===== config.mk =====
export PLATFORM = sky130hd
export DESIGN_NAME = comb_bist_ctrl
export DESIGN_NICKNAME = d
export VERILOG_FILES = /design/src/rtl/bist_pkg.sv /design/src/rtl/sig_misr.sv /design/src/rtl/comb_bist_ctrl.sv
export SDC_FILE = /design/constraint.sdc
export NUM_CORES = 1
export LEC_CHECK = 0
export CORE_MARGIN = 10
export CORE_UTILIZATION = 40
export DETAILED_ROUTE_END_ITERATION = 10
export GPL_TIMING_DRIVEN = 0
export PLACE_DENSITY = 0.67
export SKIP_LAST_GASP = 1
export SLEW_MARGIN = 5
export SYNTH_ARGS = -nofsm -noshare
export SYNTH_HDL_FRONTEND = slang
export SYNTH_HIERARCHICAL = 1
export SYNTH_SLANG_ARGS = --single-unit

===== constraint.sdc =====
create_clock -name clk -period 2.8 [get_ports clk]
set_input_delay 0.42 -clock clk [delete_from_list [all_inputs] [get_ports clk]]
set_output_delay 0.42 -clock clk [all_outputs]
set_load 0.05 [all_outputs]

===== src/rtl/bist_pkg.sv =====
// Shared types and helpers for the combinational-netlist BIST controllers.
package bist_pkg;

  typedef enum logic [2:0] {IDLE, APPLY, SETTLE, CAPTURE, DONE} bist_state_e;

  localparam logic [19:0] LFSR20_TAPS = 20'h90000;  // x^20 + x^17 + 1
  localparam logic [9:0]  MISR10_TAPS = 10'h240;    // x^10 + x^7 + 1

  // Shift-register step on a wide container; callers truncate to their own width.
  localparam int unsigned STEP_W = 32;

  function automatic logic [STEP_W-1:0] lfsr_next(input logic [STEP_W-1:0] state,
                                                  input logic [STEP_W-1:0] taps);
    return {state[STEP_W-2:0], ^(state & taps)};
  endfunction

endpackage


===== src/rtl/sig_misr.sv =====
// Multiple-input signature register with synchronous clear and capture enable.
module sig_misr
  import bist_pkg::*;
#(
  parameter int unsigned      N_OUT = 10,
  parameter logic [N_OUT-1:0] TAPS  = MISR10_TAPS
) (
  input  logic             clk,
  input  logic             rst_n,
  input  logic             clear,
  input  logic             enable,
  input  logic [N_OUT-1:0] data,
  output logic [N_OUT-1:0] sig
);

  logic [N_OUT-1:0] sig_q, sig_d;

  always_comb begin
    sig_d = sig_q;
    if (clear) begin
      sig_d = '0;
    end else if (enable) begin
      sig_d = N_OUT'(lfsr_next(STEP_W'(sig_q), STEP_W'(TAPS))) ^ data;
    end
  end

  always_ff @(posedge clk or negedge rst_n) begin
    if (!rst_n) begin
      sig_q <= '0;
    end else begin
      sig_q <= sig_d;
    end
  end

  assign sig = sig_q;

endmodule


===== src/rtl/comb_bist_ctrl.sv =====
// BIST sequencer: LFSR stimulus with a settle window, MISR response compaction
// and a golden-signature compare for one combinational benchmark netlist.
module comb_bist_ctrl
  import bist_pkg::*;
#(
  parameter int unsigned      N_IN      = 20,
  parameter int unsigned      N_OUT     = 10,
  parameter int unsigned      CNT_W     = 16,
  parameter int unsigned      SETTLE_W  = 4,
  parameter logic [N_IN-1:0]  LFSR_TAPS = LFSR20_TAPS,
  parameter logic [N_OUT-1:0] MISR_TAPS = MISR10_TAPS
) (
  input  logic                clk,
  input  logic                rst_n,
  input  logic                start,
  input  logic                abort,
  input  logic [CNT_W-1:0]    pattern_count,
  input  logic [SETTLE_W-1:0] settle_cycles,
  input  logic [N_IN-1:0]     seed,
  input  logic [N_OUT-1:0]    expected_sig,
  output logic [N_IN-1:0]     pattern_out,
  input  logic [N_OUT-1:0]    resp_in,
  output logic                busy,
  output logic                done,
  output logic [N_OUT-1:0]    signature,
  output logic                pass
);

  bist_state_e         state_q, state_d;
  logic [N_IN-1:0]     lfsr_q, lfsr_d;
  logic [N_IN-1:0]     pat_q, pat_d;
  logic [CNT_W-1:0]    remaining_q, remaining_d, remaining_dec;
  logic [SETTLE_W-1:0] settle_cnt_q, settle_cnt_d;
  logic [SETTLE_W-1:0] settle_lat_q, settle_lat_d;
  logic                misr_clear, misr_en;

  assign remaining_dec = (remaining_q == '0) ? '0 : remaining_q - CNT_W'(1);

  always_comb begin
    state_d      = state_q;
    lfsr_d       = lfsr_q;
    pat_d        = pat_q;
    remaining_d  = remaining_q;
    settle_cnt_d = settle_cnt_q;
    settle_lat_d = settle_lat_q;
    misr_clear   = 1'b0;
    misr_en      = 1'b0;

    if (abort) begin
      // Abort beats start; MISR and pattern_out deliberately keep their values.
      state_d = IDLE;
    end else begin
      case (state_q)
        IDLE, DONE: begin
          if (start) begin
            lfsr_d       = (seed == '0) ? N_IN'(1) : seed;
            misr_clear   = 1'b1;
            remaining_d  = pattern_count;
            settle_lat_d = settle_cycles;
            state_d      = (pattern_count == '0) ? DONE : APPLY;
          end
        end
        APPLY: begin
          pat_d        = lfsr_q;
          settle_cnt_d = settle_lat_q;
          state_d      = (settle_lat_q != '0) ? SETTLE : CAPTURE;
        end
        SETTLE: begin
          if (settle_cnt_q <= SETTLE_W'(1)) begin
            settle_cnt_d = '0;
            state_d      = CAPTURE;
          end else begin
            settle_cnt_d = settle_cnt_q - SETTLE_W'(1);
          end
        end
        CAPTURE: begin
          misr_en     = 1'b1;
          lfsr_d      = N_IN'(lfsr_next(STEP_W'(lfsr_q), STEP_W'(LFSR_TAPS)));
          remaining_d = remaining_dec;
          state_d     = (remaining_dec == '0) ? DONE : APPLY;
        end
        default: state_d = IDLE;
      endcase
    end
  end

  always_ff @(posedge clk or negedge rst_n) begin
    if (!rst_n) begin
      state_q      <= IDLE;
      lfsr_q       <= '0;
      pat_q        <= '0;
      remaining_q  <= '0;
      settle_cnt_q <= '0;
      settle_lat_q <= '0;
    end else begin
      state_q      <= state_d;
      lfsr_q       <= lfsr_d;
      pat_q        <= pat_d;
      remaining_q  <= remaining_d;
      settle_cnt_q <= settle_cnt_d;
      settle_lat_q <= settle_lat_d;
    end
  end

  sig_misr #(
    .N_OUT (N_OUT),
    .TAPS  (MISR_TAPS)
  ) u_misr (
    .clk    (clk),
    .rst_n  (rst_n),
    .clear  (misr_clear),
    .enable (misr_en),
    .data   (resp_in),
    .sig    (signature)
  );

  assign pattern_out = pat_q;
  assign busy        = (state_q == APPLY) || (state_q == SETTLE) || (state_q == CAPTURE);
  assign done        = (state_q == DONE);
  assign pass        = done && (signature == expected_sig);

endmodule


==> results_dict.tcl, run 1 <==
set metrics [dict create \
    status "complete, no violations" \
    syn_area_per_cell_um2 10.3 \
    ios 97 \
    synthesis.area_um2 4160 \
    power_frac_clock_pct 15.0 \
    cap_viol_max_count 0 \
    p_int_mw 3.28 \
    fp.dieW_um 122 \
    htreeDepth 3 \
    initialDrtViolationCount 174 \
    finalWirelength_mm 11.4 \
    setup_viol 0 \
    clock_skew_ns 0.00960 \
    synth_top_area_cell "dfrtp_1" \
    drv_slew 0 \
    combPwrFrac_pct 49.4 \
    antenna_cells 0 \
    vias 3480 \
    ys.warnings.count 6 \
    io_buffer_count 95 \
    antenna_found_initial 0 \
    synthDistinctLibCells 57 \
    hpwl_mm 8.73 \
    die_h_um 122 \
    p_sw_share_pct 44.8 \
    synthDominantCellAreaShare_pct 46.4 \
    grt_pass1_vias 3561 \
    syn_to_final_growth_pct 32.9 \
    gp_congestion 0.879 \
    die-area_um2 14900 \
    cts_max_path_buffers 2 \
    ys_ff_latch 77 \
    drc 0 \
    max_freq_mhz 383 \
    cp-start-kind "flip-flop" \
    setup_slack_ns 0.192 \
    drtPass1Iterations 4 \
    grt_max_degree 63 \
    min_path_type "input port to flip-flop" \
    grt_pass1_wl_mm 18.7 \
    initial_core_util_pct 40.6 \
    drive_gt1_share_pct 13.2 \
    criticalPathCategory "flip-flop to flip-flop" \
    maxSlewHeadroom_pct 47.6 \
    cp-end-kind "flip-flop" \
    path_clk_slew_ns 0.09 \
    irDropWorstVdd_mv 0.597 \
    worstPathArrival_ns 2.85 \
    cp.required_ns 3.04 \
    rsz0062_at_grt "false" \
    cts_setup_buffers 0 \
    tightest_slew_ns 0.779 \
    synth_edf_count 0 \
    cts_buffers 9 \
    synth-main-ff-cell "dfrtp_1" \
    grt_usage_pct 15.5 \
    post-synth-top-count-cell "dfrtp_1" \
    drt-wirelength-per-cell_um 17.5 \
    crit_fanout 5 \
    ys_seq_area_share_pct 46.4 \
    fin_util_pct 54.0 \
    via_per_inst 5.34 \
    yosys-top-cells-count "dfrtp_1, o21ai_0, nand2_1" \
    power_switching_mw 2.67 \
    ant_nets 0 \
    synthesis.instances 403 \
    clock_latency_ns 0.36 \
    synthArstFlopShare_pct 100 \
    hold_viol 0 \
    syn_nets 470 \
    cts-root-buf "clkbuf_8" \
    synthTopCellsByArea "dfrtp_1, mux2_2, o21ai_0, mux2i_1, xnor2_1" \
    cts_tree "built" \
    min_period_ns 2.61 \
    dp_slack_ns 0.124 \
    p_leak_nw 2.35 \
    cts.sinks 77 \
    powerDensity_nw_per_um2 1080 \
    share_seq_of_total_power_pct 35.6 \
    grt_overflow 0 \
    fin_crit_sh_pct 93.1 \
    total_power_mw 5.95 \
    core_area_um2 10200 \
    row_count 37 \
    fin_nets 578 \
]
==> cells by family after synthesis <==
logic type	share of synthesized area (%)
buffers and inverters	4.52
and+or+nand+nor	15.7
DFF	46.4
adders and majority gates	0.903
muxes	12.3
xor gates and xnor gates	5.21
AOI/OAI and AO/OA	15.0
==> final timing paths <==
check	from	endpoint	slack (ns)	cells after the start
worst max-delay path	remaining_q[0]	state_q[0]	0.19	7
worst min-delay path	abort	state_q[2]	0.30	2
worst max register to register	remaining_q[0]	state_q[0]	0.19	7
worst min register to register	lfsr_q[12]	lfsr_q[12]	0.52	2
max in group asynchronous	rst_n	lfsr_q[10]	1.77	3
min in group asynchronous	rst_n	remaining_q[9]	0.46	2
==> placed cells by master (no fill, tap or decap), types with 3 or more instances in the layout <==
master / n
clkdlybuf4s50_1: 93
dfrtp_1: 77
o21ai_0: 45
nand2_1: 34
nor2_1: 30
mux2_2: 26
mux2i_1: 22
xnor2_1: 20
nor4_1: 15
clkbuf_1: 13
nor3_1: 12
clkbuf_8: 11
inv_1: 9
a211oi_1: 9
a21oi_1: 8
a22o_1: 7
nand3_1: 4
nand4_1: 4
and2_1: 3
buf_6: 3
o41ai_1: 3
a22oi_1: 3
a2bb2oi_1: 3
ha_1: 3
inv_6: 3
buf_4: 3
==> worst max-delay path: stages, from the launching register on <==
cell and delay (ns):
dfrtp_1 0.44, inv_1 0.08, ha_1 0.30, or4b_1 0.43, or4_4 0.53, a2111oi_4 0.32, o221ai_2 0.15, a22o_1 0.25
==> layer usage <==
layer / global-route usage, % / part of all wire, % / vias up
li1: - / - / 1688
met1: 20.8 / 46 / 1717
met2: 24.8 / 49 / 65
met5: 0 / 0 / -
met3: 3.28 / 3.7 / 10
met4: 4.40 / 1.1 / 0
==> flip-flops by register name (all words and copies together), names as in the netlist <==
register	cells
state_q	3
lfsr_q	20
pattern_out	20
remaining_q	16
settle_lat_q	4
settle_cnt_q	4
u_misr/sig	10
==> power groups by stage <==
stage	clock, mW	sequential, mW	combinational [mW]
5_1_grt	0.960	2.19	3.20
4_1_cts	0.912	2.11	2.97
3_3_place_gp	0	2.10	2.89
6_report	0.891	2.11	2.94
3_5_place_dp	0	2.12	2.96
2_1_floorplan	0	2.65	1.45
==> metrics by stage <==
step	hold WS, ns	TNS, ns	area (µm²)	cells
floorplan	0.124	0	4160	403
global placement	0.490	-112.28	5280	634
detailed placement	0.309	0	5310	635
CTS	0.297	0	5520	652
global route	0.316	0	5520	652
finish	0.304	0	5520	652
==> area by class of cell <==
type / instances / area [µm²]
plain buffers: 25 / 154
clock buffers: 9 / 124
clock inverters: 7 / 81.3
fillers: 932 / 4710
inverters: 9 / 33.8
multi-input cells: 292 / 2050
flip-flops and latches: 77 / 1930
well taps: 136 / 170
repair buffers: 97 / 985
==> repair_timing <==
action | in CTS | in global routing
endpoints found under the setup margin | 1 | 0
hold buffers | 1 | 0
resized for setup | 1 | 0
hold endpoints to repair | 15 | 0
(Power assumes the default switching activity.)
==> run 2: changes to the inputs <==
--- a/config.mk
+++ b/config.mk
@@ -6,10 +6,12 @@
 export NUM_CORES = 1
 export LEC_CHECK = 0
 export CORE_MARGIN = 10
-export CORE_UTILIZATION = 40
+export CORE_UTILIZATION = 50
 export DETAILED_ROUTE_END_ITERATION = 10
+export GPL_ROUTABILITY_DRIVEN = 0
 export GPL_TIMING_DRIVEN = 0
-export PLACE_DENSITY = 0.67
+export HOLD_SLACK_MARGIN = 0.08
+export PLACE_DENSITY = 0.81
 export SKIP_LAST_GASP = 1
 export SLEW_MARGIN = 5
 export SYNTH_ARGS = -nofsm -noshare
==> run 2 against run 1 <==
Effect of this change: largest power group unchanged; sequential share of layout area increased by 0.40 points; register-to-register slack better by 0.02 ns; non-clock buffer count did not move; clock skew rose by 0.0023 ns; highest routed layer unchanged; sequential power is essentially flat; largest cell class unchanged; critical path depth stayed put; design area is 1.1% lower.
==> results_dict.tcl, run 2 (synthesis gave the netlist of run 1 again) <==
set metrics [dict create \
    cp-end-kind "flip-flop" \
    row_count 33 \
    fin_nets 578 \
    irDropWorstVdd_mv 0.604 \
    multiInputGateArea_um2 2050 \
    p_leak_nw 2.34 \
    drt-wirelength-per-cell_um 17.5 \
    path_clk_slew_ns 0.09 \
    drtPass1Iterations 4 \
    cts.sinks 77 \
    cts_tree "built" \
    maxSlewHeadroom_pct 41.9 \
    initial_core_util_pct 51.1 \
    die_h_um 111 \
    drv_slew 0 \
    cp.required_ns 3.04 \
    rsz0062_at_grt "false" \
    ios 97 \
    hpwl_mm 8.37 \
    fillers 640 \
    antenna_found_initial 0 \
    layout_commonest_cell "clkdlybuf4s50_1" \
    ant_nets 0 \
    min_path_type "input port to flip-flop" \
    antenna_cells 0 \
    total_power_mw 5.86 \
    crit_fanout 5 \
    grt_overflow 0 \
    initialDrtViolationCount 137 \
    grt_max_degree 43 \
    syn_to_final_growth_pct 31.4 \
    grt_pass1_vias 3624 \
    regArea_um2 1930 \
    reg2reg_depth 7 \
    powerDensity_nw_per_um2 1070 \
    fin_crit_sh_pct 92.3 \
    cts_setup_buffers 0 \
    cts-root-buf "clkbuf_8" \
    io_buffer_count 95 \
    grt_pass1_wl_mm 17.9 \
    setup_viol 0 \
    tightest_slew_ns 0.864 \
    min_period_ns 2.59 \
    cts_buffers 9 \
    worstSetupEndpoint "state_q[0]" \
    cap_viol_max_count 0 \
    max_freq_mhz 387 \
    die-area_um2 12400 \
    status "complete, no violations" \
    final_cell_mix "clkdlybuf4s50_1, dfrtp_1, o21ai_0" \
    criticalPathCategory "flip-flop to flip-flop" \
    reg2reg_setup_slack_ns 0.21 \
    drive_gt1_share_pct 13.2 \
    drc 0 \
    fp.dieW_um 111 \
    cts_max_path_buffers 2 \
    vias 3553 \
    cp-start-kind "flip-flop" \
    timing.rr.end "state_q[0]" \
    htreeDepth 3 \
    stdcell_count 621 \
    clock_latency_ns 0.35 \
    core_area_um2 8130 \
    crit_path_start "remaining_q[0]" \
    finalWirelength_mm 10.9 \
    worstPathArrival_ns 2.82 \
    hold_viol 0 \
    via_per_inst 5.72 \
    dp.cells 604 \
    grt_usage_pct 17.1 \
    reg2reg_from "remaining_q[0]" \
    clock_skew_ns 0.0119 \
]
==> run 2: cell types whose count changed in the layout (fill, tap and decap cells not counted) <==
cell / previous run / this run
bufinv_16: 1 / 0
buf_16: 1 / 0
clkinv_2: 0 / 1
clkinvlp_4: 1 / 0
inv_6: 3 / 2
inv_8: 0 / 3
buf_12: 0 / 1
clkinv_4: 2 / 1
==> run 2: worst max-delay path, cell delays in order, from the launching register on <==
cell and delay (ns):
dfrtp_1 0.42, inv_1 0.08, ha_1 0.30, or4b_1 0.44
or4_4 0.54, a2111oi_4 0.31, o221ai_2 0.15, a22o_1 0.25
==> run 2: timing repair <==
action | 4_1_cts | 5_1_grt
resized for setup | 1 | 0
setup endpoints to repair | 1 | 0
endpoints found under the hold margin | 41 | 0
hold buffers | 1 | 0
==> run 2: metrics by stage <==
stage	worst slack, ns	util [%]	setup TNS, ns	area (µm²)	hold slack (ns)
finish	0.214	67.1	0	5460	0.311
global route	0.0973	67.1	0	5460	0.316
CTS	0.215	67.1	0	5460	0.296
detailed placement	0.0706	64.7	0	5260	0.437
global placement	-1.40	64.5	-107.07	5240	0.485
floorplan	0.168	-	0	4160	0.124
==> run 2: layer usage <==
metal  vias up  wire (µm)  part of all wire, %  track usage [%]
met5         -          0                    0                0
met4         0        147                  1.4             4.63
met3        12        469                  4.3             4.11
met2        98       5560                   51             29.2
met1      1753       4690                   43             20.9
li1       1690          -                    -                -
==> run 2: how the worst min path moves through the flow <==
stage / slack, ns / to / cells past startpoint / start
after global placement: 0.49 / lfsr_q[8] / 2 / lfsr_q[8]
after floorplan: 0.12 / lfsr_q[0] / 0 / rst_n
final: 0.31 / state_q[2] / 2 / abort
after CTS: 0.30 / state_q[2] / 2 / abort
after global routing: 0.32 / state_q[2] / 2 / abort
after detailed placement: 0.44 / pattern_out[13] / 1 / rst_n
==> run 2: final cells by class <==
cell class / count / area share, %
buffer: 25 / 2.82
inverter: 9 / 0.619
sequential: 77 / 35.3
tap: 105 / 2.41
timing repair buffer: 97 / 17.9
clock inverter: 7 / 1.19
multi-input combinational: 292 / 37.5
clock buffer: 9 / 2.27
==> run 2: where the power goes <==
part	switching, mW	leakage, nW	internal [mW]
combinational	1.71	1.27	1.24
clock	0.470	0.0999	0.347
sequential	0.484	0.973	1.62
==> run 3: changes to the inputs <==
--- a/config.mk
+++ b/config.mk
@@ -5,6 +5,7 @@
 export SDC_FILE = /design/constraint.sdc
 export NUM_CORES = 1
 export LEC_CHECK = 0
+export ABC_CLOCK_PERIOD_IN_PS = 2800
 export CORE_MARGIN = 10
 export CORE_UTILIZATION = 50
 export DETAILED_ROUTE_END_ITERATION = 10
==> results of run 3 <==
No change in the layout: final DEF, timing and power equal those of run 2.
